File: src/rtl/bcd_score_converter_pkg.sv
// Shared definitions for the score binary-to-BCD converter: FSM state
// encoding, digit geometry and a constant helper for the decimal limit.
package bcd_score_converter_pkg;

  // Width of one BCD digit.
  localparam int DIGIT_W = 4;

  // Conversion FSM states.
  typedef enum logic [1:0] {
    ST_IDLE  = 2'd0,
    ST_ADJ   = 2'd1,
    ST_SHIFT = 2'd2,
    ST_DONE  = 2'd3
  } conv_state_e;

  // 10^n, evaluated at elaboration time to size the saturation limit.
  function automatic logic [31:0] pow10(input int unsigned n);
    logic [31:0] r;
    r = 32'd1;
    for (int unsigned i = 0; i < n; i++) begin
      r = r * 32'd10;
    end
    return r;
  endfunction

endpackage

File: src/rtl/bcd_score_converter_add3.sv
// Combinational shift-and-add-3 cell: a BCD digit of 5 or more gets +3 so
// that the following left shift carries correctly into the next digit.
module bcd_score_converter_add3
  import bcd_score_converter_pkg::*;
(
  input  logic [DIGIT_W-1:0] digit,
  output logic [DIGIT_W-1:0] adjusted
);

  // Conditional +3 correction of a single digit.
  always_comb begin
    if (digit >= 4'd5) begin
      adjusted = digit + 4'd3;
    end else begin
      adjusted = digit;
    end
  end

endmodule

File: src/rtl/bcd_score_converter.sv
// Sequential binary-to-BCD converter for the game score. One ADJ/SHIFT
// pair per input bit gives a fixed, value-independent latency. bcd_out and
// overflow are only rewritten on completion so the display never sees a
// partially converted value.
module bcd_score_converter
  import bcd_score_converter_pkg::*;
#(
  parameter int BIN_W  = 14,
  parameter int DIGITS = 4
) (
  input  logic                  clk,
  input  logic                  reset,
  input  logic [BIN_W-1:0]      bin_in,
  input  logic                  start,
  output logic                  busy,
  output logic                  done,
  output logic [4*DIGITS-1:0]   bcd_out,
  output logic                  overflow
);

  localparam int               BCD_W     = DIGIT_W * DIGITS;
  localparam int               ITER_W    = $clog2(BIN_W);
  localparam logic [31:0]      BCD_MAX   = pow10(DIGITS) - 32'd1;
  localparam logic [BCD_W-1:0] BCD_SAT   = {DIGITS{4'h9}};
  localparam logic [ITER_W-1:0] ITER_LAST = ITER_W'(BIN_W - 1);

  conv_state_e        state_r;
  conv_state_e        state_nx_s;
  logic               load_s;
  logic               adj_s;
  logic               shift_s;
  logic               finish_s;
  logic               ovf_in_s;

  logic [BIN_W-1:0]   shreg_r;
  logic [BCD_W-1:0]   scratch_r;
  logic [BCD_W-1:0]   scratch_adj_s;
  logic [ITER_W-1:0]  iter_r;
  logic               ovf_flag_r;

  logic               busy_r;
  logic               done_r;
  logic [BCD_W-1:0]   bcd_out_r;
  logic               overflow_r;

  // Saturation decision is taken on the raw input, not on the scratch digits.
  assign ovf_in_s = (32'(bin_in) > BCD_MAX);

  // One add-3 cell per digit; all digits are corrected in parallel.
  for (genvar g = 0; g < DIGITS; g++) begin : g_add3
    bcd_score_converter_add3 u_add3 (
      .digit    (scratch_r[g*DIGIT_W +: DIGIT_W]),
      .adjusted (scratch_adj_s[g*DIGIT_W +: DIGIT_W])
    );
  end

  // FSM state register.
  always_ff @(posedge clk) begin
    if (reset) begin
      state_r <= ST_IDLE;
    end else begin
      state_r <= state_nx_s;
    end
  end

  // Next-state logic and datapath strobes.
  always_comb begin
    state_nx_s = state_r;
    load_s     = 1'b0;
    adj_s      = 1'b0;
    shift_s    = 1'b0;
    finish_s   = 1'b0;
    case (state_r)
      ST_IDLE: begin
        if (start) begin
          load_s     = 1'b1;
          state_nx_s = ST_ADJ;
        end else begin
          state_nx_s = ST_IDLE;
        end
      end
      ST_ADJ: begin
        adj_s      = 1'b1;
        state_nx_s = ST_SHIFT;
      end
      ST_SHIFT: begin
        shift_s = 1'b1;
        if (iter_r == ITER_LAST) begin
          state_nx_s = ST_DONE;
        end else begin
          state_nx_s = ST_ADJ;
        end
      end
      ST_DONE: begin
        finish_s = 1'b1;
        // A new request is taken in the completion cycle for full throughput.
        if (start) begin
          load_s     = 1'b1;
          state_nx_s = ST_ADJ;
        end else begin
          state_nx_s = ST_IDLE;
        end
      end
      default: begin
        state_nx_s = ST_IDLE;
      end
    endcase
  end

  // Conversion datapath: capture, digit correction, and combined left shift.
  always_ff @(posedge clk) begin
    if (reset) begin
      shreg_r    <= '0;
      scratch_r  <= '0;
      iter_r     <= '0;
      ovf_flag_r <= 1'b0;
    end else if (load_s) begin
      shreg_r    <= bin_in;
      scratch_r  <= '0;
      iter_r     <= '0;
      ovf_flag_r <= ovf_in_s;
    end else if (adj_s) begin
      scratch_r <= scratch_adj_s;
    end else if (shift_s) begin
      // Bits leaving the top of the scratch register are dropped.
      scratch_r <= {scratch_r[BCD_W-2:0], shreg_r[BIN_W-1]};
      shreg_r   <= {shreg_r[BIN_W-2:0], 1'b0};
      iter_r    <= iter_r + ITER_W'(1);
    end else begin
      scratch_r <= scratch_r;
    end
  end

  // Registered status and result; result only moves on completion or reset.
  always_ff @(posedge clk) begin
    if (reset) begin
      busy_r     <= 1'b0;
      done_r     <= 1'b0;
      bcd_out_r  <= '0;
      overflow_r <= 1'b0;
    end else begin
      busy_r <= (state_nx_s == ST_ADJ) || (state_nx_s == ST_SHIFT);
      done_r <= finish_s;
      if (finish_s) begin
        bcd_out_r  <= ovf_flag_r ? BCD_SAT : scratch_r;
        overflow_r <= ovf_flag_r;
      end else begin
        bcd_out_r  <= bcd_out_r;
        overflow_r <= overflow_r;
      end
    end
  end

  assign busy     = busy_r;
  assign done     = done_r;
  assign bcd_out  = bcd_out_r;
  assign overflow = overflow_r;

endmodule

File: config.mk
export PLATFORM = sky130hd
export DESIGN_NAME = bcd_score_converter
export DESIGN_NICKNAME = d
export VERILOG_FILES = /design/src/rtl/bcd_score_converter_pkg.sv /design/src/rtl/bcd_score_converter_add3.sv /design/src/rtl/bcd_score_converter.sv
export SDC_FILE = /design/constraint.sdc
export NUM_CORES = 1
export LEC_CHECK = 0
export CAP_MARGIN = 20
export CORE_MARGIN = 5
export CORE_UTILIZATION = 50
export CTS_BUF_LIST = sky130_fd_sc_hd__clkbuf_4
export DETAILED_ROUTE_END_ITERATION = 8
export DONT_BUFFER_PORTS = 1
export SETUP_SLACK_MARGIN = 0.4
export SYNTH_ARGS = -nofsm -noshare
export SYNTH_HDL_FRONTEND = slang
export SYNTH_HIERARCHICAL = 1
export SYNTH_SLANG_ARGS = --single-unit
File: constraint.sdc
create_clock -name clk -period 2.16 [get_ports clk]
set_clock_uncertainty 0.15 [all_clocks]
set_input_delay 0.216 -clock clk [delete_from_list [all_inputs] [get_ports clk]]
set_output_delay 0.216 -clock clk [all_outputs]
set_load 0.03 [all_outputs]
==> impl_metrics.yaml, run 1 <==
clock_network:
  cts_num_sinks: 56
  ctsHoldBuffers: 15
  root_buffer: "clkbuf_4"
  worstSkewPairLatency_ns: 0.37
  cts_max_level: 2
  tritoncts: "done"
  clk_pin_slew_ns: 0.16
  cts_buffer_depth: 2
  cts_made_buffers: 5
synthesis:
  synth_compound_area_frac: 0.175
  synth_simple_gate_area_frac: 0.178
  synthMuxAreaShare: 0.131
  netlist_instances: 328
  yosysWarnings: 6
  synth_top_family_by_area: "simple AND/OR/NAND/NOR gates"
  syn_area_sq_um: 2970
  synth-adder-area-share: 0.0589
  ys_top_cells_by_area: "dfxtp_1 38%, mux2i_1 7.1%, mux2_2 6.1%, ha_1 5.9%, nor2_1 5.4%"
  synth-seq-cells: 56
  yosysTopAreaCell: "dfxtp_1"
  synth.top_cell.area_share: 0.377
  synth_cell_types: 36
  synth.avg_cell_area_sq_um: 9.06
  ys_seq_area_frac: 0.377
  syn-num-nets: 359
  synthXorXnorAreaFrac: 0.0206
grt:
  antenna_found_initial: 0
  grt_pass1_wl_um: 10800
  gr-usage-all-layers: 0.178
  grt_max_degree: 37
  grt_overflow: 0
  grt_pass1_vias: 2261
critical_path:
  cp.required_ns: 2.29
  setup.worst_path.end_class: "flip-flop"
  start_kind: "flip-flop"
  crit_fanout: 3
  path_class: "reg2reg"
  cp.arrival_ns: 1.86
hold_path:
  min_path_type: "in2reg"
sta:
  finalHoldViolations: 15
  worstMarginPinSlew_ns: 0.368
  tns_ns: 0
  post-route-period-util: 0.804
  fmax_mhz: 576
  maxSlewViolCount: 0
  min_period_ns: 1.74
  rsz0062_at_grt: "true"
  worst_slew_margin_rel: 0.752
  finalWorstSetupSlack_ns: 0.424
  finalSetupViolCount: 0
  holdWs_ns: -0.143
power:
  ir_drop_v: 0.000531
  p_leak_nw: 1.38
  powerDensity_nw_per_um2: 1010
final_layout:
  layout_common_cells: "47 x dfxtp_1, 43 x nor2_1, 30 x nand2_1, 21 x mux2i_1, 16 x mux2_2"
  drive_gt1_frac: 0.275
  final_common_cell: "dfxtp_1"
  fin_area_sq_um: 3540
  area_growth_pct: 18.9
  fill_cells: 492
  num_antenna_cells: 0
  nNetsFinal: 379
floorplanning:
  io_pins: 36
  core_sq_um: 5850
  start_util: 0.508
  die_area_sq_um: 7590
  die_w_um: 87.1
  row_count: 28
  die_h_um: 87.1
drt:
  dr.pass1.iters: 4
  drtAntennaViolNets: 0
  drcViolationCount: 0
  drtIter0Drc: 97
  wl_um: 6730
  viasPerCell: 5.54
  wl_per_cell_um: 15.9
  num_vias: 2347
run_status:
  violations: "negative hold slack"
  outcome: "complete, but fails checks"
flow_run:
  max_cap_viol_count: 0
placed_design:
  place_congestion: 0.771
  place_area_sq_um: 2990
  detailed_place_hpwl_um: 4120
  post-place-ws_ns: 0.0993
  io_buffers: 0
[timing repair]
item,CTS,global route
endpoints found under the setup margin,40,41
pin swaps,3,7
gates resized for setup,12,34
buffers inserted,3,8
endpoints found under the hold margin,36,16
[cells in the mapped netlist (all sizes together)]
master   number
a211oi        2
nor3          1
mux2i        21
nand2        31
o2bb2ai       1
inv          13
clkbuf        1
ha           14
a21o          1
nand2b       11
nand4         3
nand3        15
dfxtp        56
buf          19
xor2          2
nor2         44
xnor2         5
or2           1
nor3b         1
o22ai         7
mux2         16
a311oi       14
o21ai        11
nor2b         9
nor4          1
a21oi        28
[final timing paths]
kind / to / depth (start not counted) / slack, ns / startpoint
setup / recovery: scratch_r[1]$_SDFFE_PP0P_ / 8 / 0.42 / scratch_r[1]$_SDFFE_PP0P_
hold / removal: shreg_r[10]$_SDFFE_PP0P_ / 2 / -0.14 / start
setup reg to reg: scratch_r[1]$_SDFFE_PP0P_ / 8 / 0.42 / scratch_r[1]$_SDFFE_PP0P_
hold reg to reg: shreg_r[0]$_SDFFE_PP0P_ / 2 / 0.34 / shreg_r[0]$_SDFFE_PP0P_
[where the power goes]
part / total [mW] / leakage [nW] / internal [mW] / switching (mW)
registers: 1.37 / 0.460 / 1.20 / 0.172
logic: 1.64 / 0.882 / 0.780 / 0.856
clock network: 0.559 / 0.0403 / 0.237 / 0.322
total: 3.57 / 1.38 / 2.22 / 1.35
[state kept, by name (all words and copies together) (netlist names)]
name and count:
bcd_out 16, busy 1, done 1, iter_r 4, overflow 1, ovf_flag_r 1, scratch_r 16, shreg_r 14
state_r 2
[area by class of cell]
type                       count  area, sq um  share of cell area
multi-input combinational    239         1830               0.517
inverter                      13         50.0              0.0142
clock inverter                 3         37.5              0.0106
tap                           75         93.8              0.0265
sequential                    56         1140               0.322
timing repair buffer          33          348              0.0984
clock buffer                   5         37.5              0.0106
[metal layers]
| metal | global-route usage | share of wire | vias up |
|---|---|---|---|
| met5 | 0 | 0 | - |
| met1 | 0.239 | 0.47 | 1116 |
| li1 | - | - | 1173 |
| met2 | 0.291 | 0.47 | 52 |
| met3 | 0.0331 | 0.047 | 6 |
| met4 | 0.0516 | 0.013 | 0 |
[worst max-delay path: stages (launching register included)]
cell	delay, ns
dfxtp_2	0.38
inv_2	0.06
ha_1	0.18
nand2b_4	0.15
a21oi_4	0.17
mux2i_1	0.09
mux2_2	0.27
mux2i_1	0.13
nor2_1	0.06
[stage by stage]
stage	total power, mW	cells	hold slack [ns]	utilization
final	3.57	424	-0.143	0.604
after global routing	3.77	424	-0.146	0.604
after CTS	3.31	416	-0.145	0.562
after detailed placement	2.63	390	0.143	0.512
after global placement	2.61	390	0.141	0.512
after floorplan	2.48	328	0.239	-
[kinds of logic after synthesis]
family	after synthesis
AOI/OAI and AO/OA	64
xor gates and xnor gates	7
adders and majority gates	14
buffers and inverters	33
DFF	56
muxes	37
and+or+nand+nor	117
Note: power is estimated with default switching activity, not from simulation.
==> run 2: changes to the inputs <==
--- a/config.mk
+++ b/config.mk
@@ -11,6 +11,7 @@
 export CTS_BUF_LIST = sky130_fd_sc_hd__clkbuf_4
 export DETAILED_ROUTE_END_ITERATION = 8
 export DONT_BUFFER_PORTS = 1
+export PLACE_DENSITY = 0.68
 export SETUP_SLACK_MARGIN = 0.4
 export SYNTH_ARGS = -nofsm -noshare
 export SYNTH_HDL_FRONTEND = slang
==> constraint.sdc (replaced) <==
create_clock -name clk -period 1.45 [get_ports clk]
set_clock_uncertainty 0.15 [all_clocks]
set_input_delay 0.145 -clock clk [delete_from_list [all_inputs] [get_ports clk]]
set_output_delay 0.145 -clock clk [all_outputs]
set_load 0.03 [all_outputs]
==> run 2 against run 1 <==
Against the previous run:
- the flow finishes with violations (negative hold slack, negative setup slack)
- global-route usage up 5.1 points
- hold slack got worse by 0.23 ns
- die area stayed put
- fmax up 0.68%
- total power increased by 100%
- first-iteration DRC count is 45% higher
- final area rose by 31%
- via count grew 17%
- non-clock buffer count increased by 37
- clock-buffer cell count rose by 1
- largest power group unchanged
- core utilization rose by 19 points
==> impl_metrics.yaml, run 2 (same netlist as run 1, synthesis figures left out) <==
critical_path:
  cp.arrival_ns: 1.85
  crit_fanout: 5
  start_kind: "flip-flop"
  path_class: "reg2reg"
  setup.worst_path.end_class: "flip-flop"
  cp.required_ns: 1.58
floorplanning:
  die_area_sq_um: 7590
  start_util: 0.508
  io_pins: 36
  die_h_um: 87.1
  core_sq_um: 5850
  row_count: 28
  die_w_um: 87.1
final_layout:
  layout_common_cells: "37 x nor2_1, 29 x nand2_1, 29 x buf_4, 27 x dfxtp_1, 23 x buf_6"
  drive_gt1_frac: 0.597
  nNetsFinal: 420
  fin_area_sq_um: 4630
  final_common_cell: "nor2_1"
  num_antenna_cells: 0
  area_growth_pct: 55.6
placed_design:
  detailed_place_hpwl_um: 4550
  place_congestion: 0.784
  post-place-ws_ns: -0.351
  place_area_sq_um: 3540
  io_buffers: 0
sta:
  finalHoldViolations: 56
  worstMarginPinSlew_ns: 0.304
  finalSetupViolCount: 52
  fmax_mhz: 580
  rsz0062_at_grt: "true"
  post-route-period-util: 1.19
  maxSlewViolCount: 0
  finalWorstSetupSlack_ns: -0.274
  min_period_ns: 1.72
  holdWs_ns: -0.376
  worst_slew_margin_rel: 0.797
clock_network:
  cts_max_level: 2
  clk_pin_slew_ns: 0.16
  tritoncts: "done"
  cts_made_buffers: 5
  cts_num_sinks: 56
  worstSkewPairLatency_ns: 0.40
  cts_buffer_depth: 2
  root_buffer: "clkbuf_4"
run_status:
  violations: "negative hold slack, negative setup slack"
  outcome: "complete, but fails checks"
grt:
  grt_pass1_wl_um: 13600
  grt_overflow: 0
  grt_pass1_vias: 2742
  grt_max_degree: 40
  gr-usage-all-layers: 0.228
  antenna_found_initial: 0
drt:
  num_vias: 2739
  dr.pass1.iters: 6
  wl_um: 9420
  drtAntennaViolNets: 0
  wl_per_cell_um: 20.3
  drtIter0Drc: 141
  drcViolationCount: 0
  viasPerCell: 5.89
power:
  ir_drop_v: 0.00126
  powerDensity_nw_per_um2: 1540
  fin_total_pwr_mw: 7.12
  p_leak_nw: 1.78
hold_path:
  min_path_type: "in2reg"
flow_run:
  max_cap_viol_count: 0
-- run 2: worst max-delay path: stages (launching register included) --
cell and delay [ns]:
dfxtp_2 0.38, inv_2 0.06, ha_4 0.26, buf_8 0.14, a21o_4 0.23, buf_4 0.14
a21oi_2 0.17, a311oi_2 0.06
-- run 2: timing repair --
item / in CTS / in global routing
resized for setup: 112 / 50
buffers inserted: 16 / 7
setup endpoints to repair: 75 / 75
pin swaps: 23 / 22
cloned: 7 / 0
hold endpoints to repair: 56 / 56
-- run 2: area by class of cell --
cell class	count	area (sq um)
clock inverter	2	11.3
inverter	13	66.3
tap	75	93.8
sequential	56	1200
multi-input combinational	243	2380
clock buffer	6	45.0
timing repair buffer	70	827
fill	319	1220
-- run 2: worst paths after layout --
kind	startpoint	endpoint	slack, ns	cells after the start
min	reset	bcd_out[1]$_SDFFE_PP0P_	-0.38	1
min reg2reg	shreg_r[0]$_SDFFE_PP0P_	shreg_r[0]$_SDFFE_PP0P_	0.36	2
max	state_r[0]$_SDFF_PP0_	shreg_r[10]$_SDFFE_PP0P_	-0.27	7
max reg2reg	state_r[0]$_SDFF_PP0_	shreg_r[10]$_SDFFE_PP0P_	-0.27	7
-- run 2: report_power, final --
part	switching [mW]	leakage, nW	internal (mW)
clock network	0.507	0.0293	0.205
registers	0.331	0.474	1.80
logic	2.00	1.27	2.28
-- run 2: through the flow --
stage / TNS, ns / instances / utilization
final: -7.17 / 465 / 0.791
after global routing: -9.68 / 465 / 0.791
after CTS: -4.06 / 458 / 0.740
after detailed placement: -7.45 / 427 / 0.606
after global placement: -6.34 / 427 / 0.606
after floorplan: -1.86 / 328 / -
-- run 2: routing by layer --
layer / routed length, um / share of wire / vias up / global-route usage
li1: - / - / 1262 / -
met4: 331 / 0.035 / 0 / 0.0823
met5: 0 / 0 / - / 0
met3: 548 / 0.058 / 31 / 0.0416
met1: 3790 / 0.40 / 1344 / 0.286
met2: 4750 / 0.50 / 102 / 0.391
==> run 3: changes to the inputs <==
--- a/config.mk
+++ b/config.mk
@@ -5,12 +5,12 @@
 export SDC_FILE = /design/constraint.sdc
 export NUM_CORES = 1
 export LEC_CHECK = 0
-export CAP_MARGIN = 20
 export CORE_MARGIN = 5
 export CORE_UTILIZATION = 50
 export CTS_BUF_LIST = sky130_fd_sc_hd__clkbuf_4
 export DETAILED_ROUTE_END_ITERATION = 8
 export DONT_BUFFER_PORTS = 1
+export GPL_ROUTABILITY_DRIVEN = 0
 export PLACE_DENSITY = 0.68
 export SETUP_SLACK_MARGIN = 0.4
 export SYNTH_ARGS = -nofsm -noshare
==> results of run 3 <==
Same layout as run 2: the final DEF is identical, and so are final timing and power.
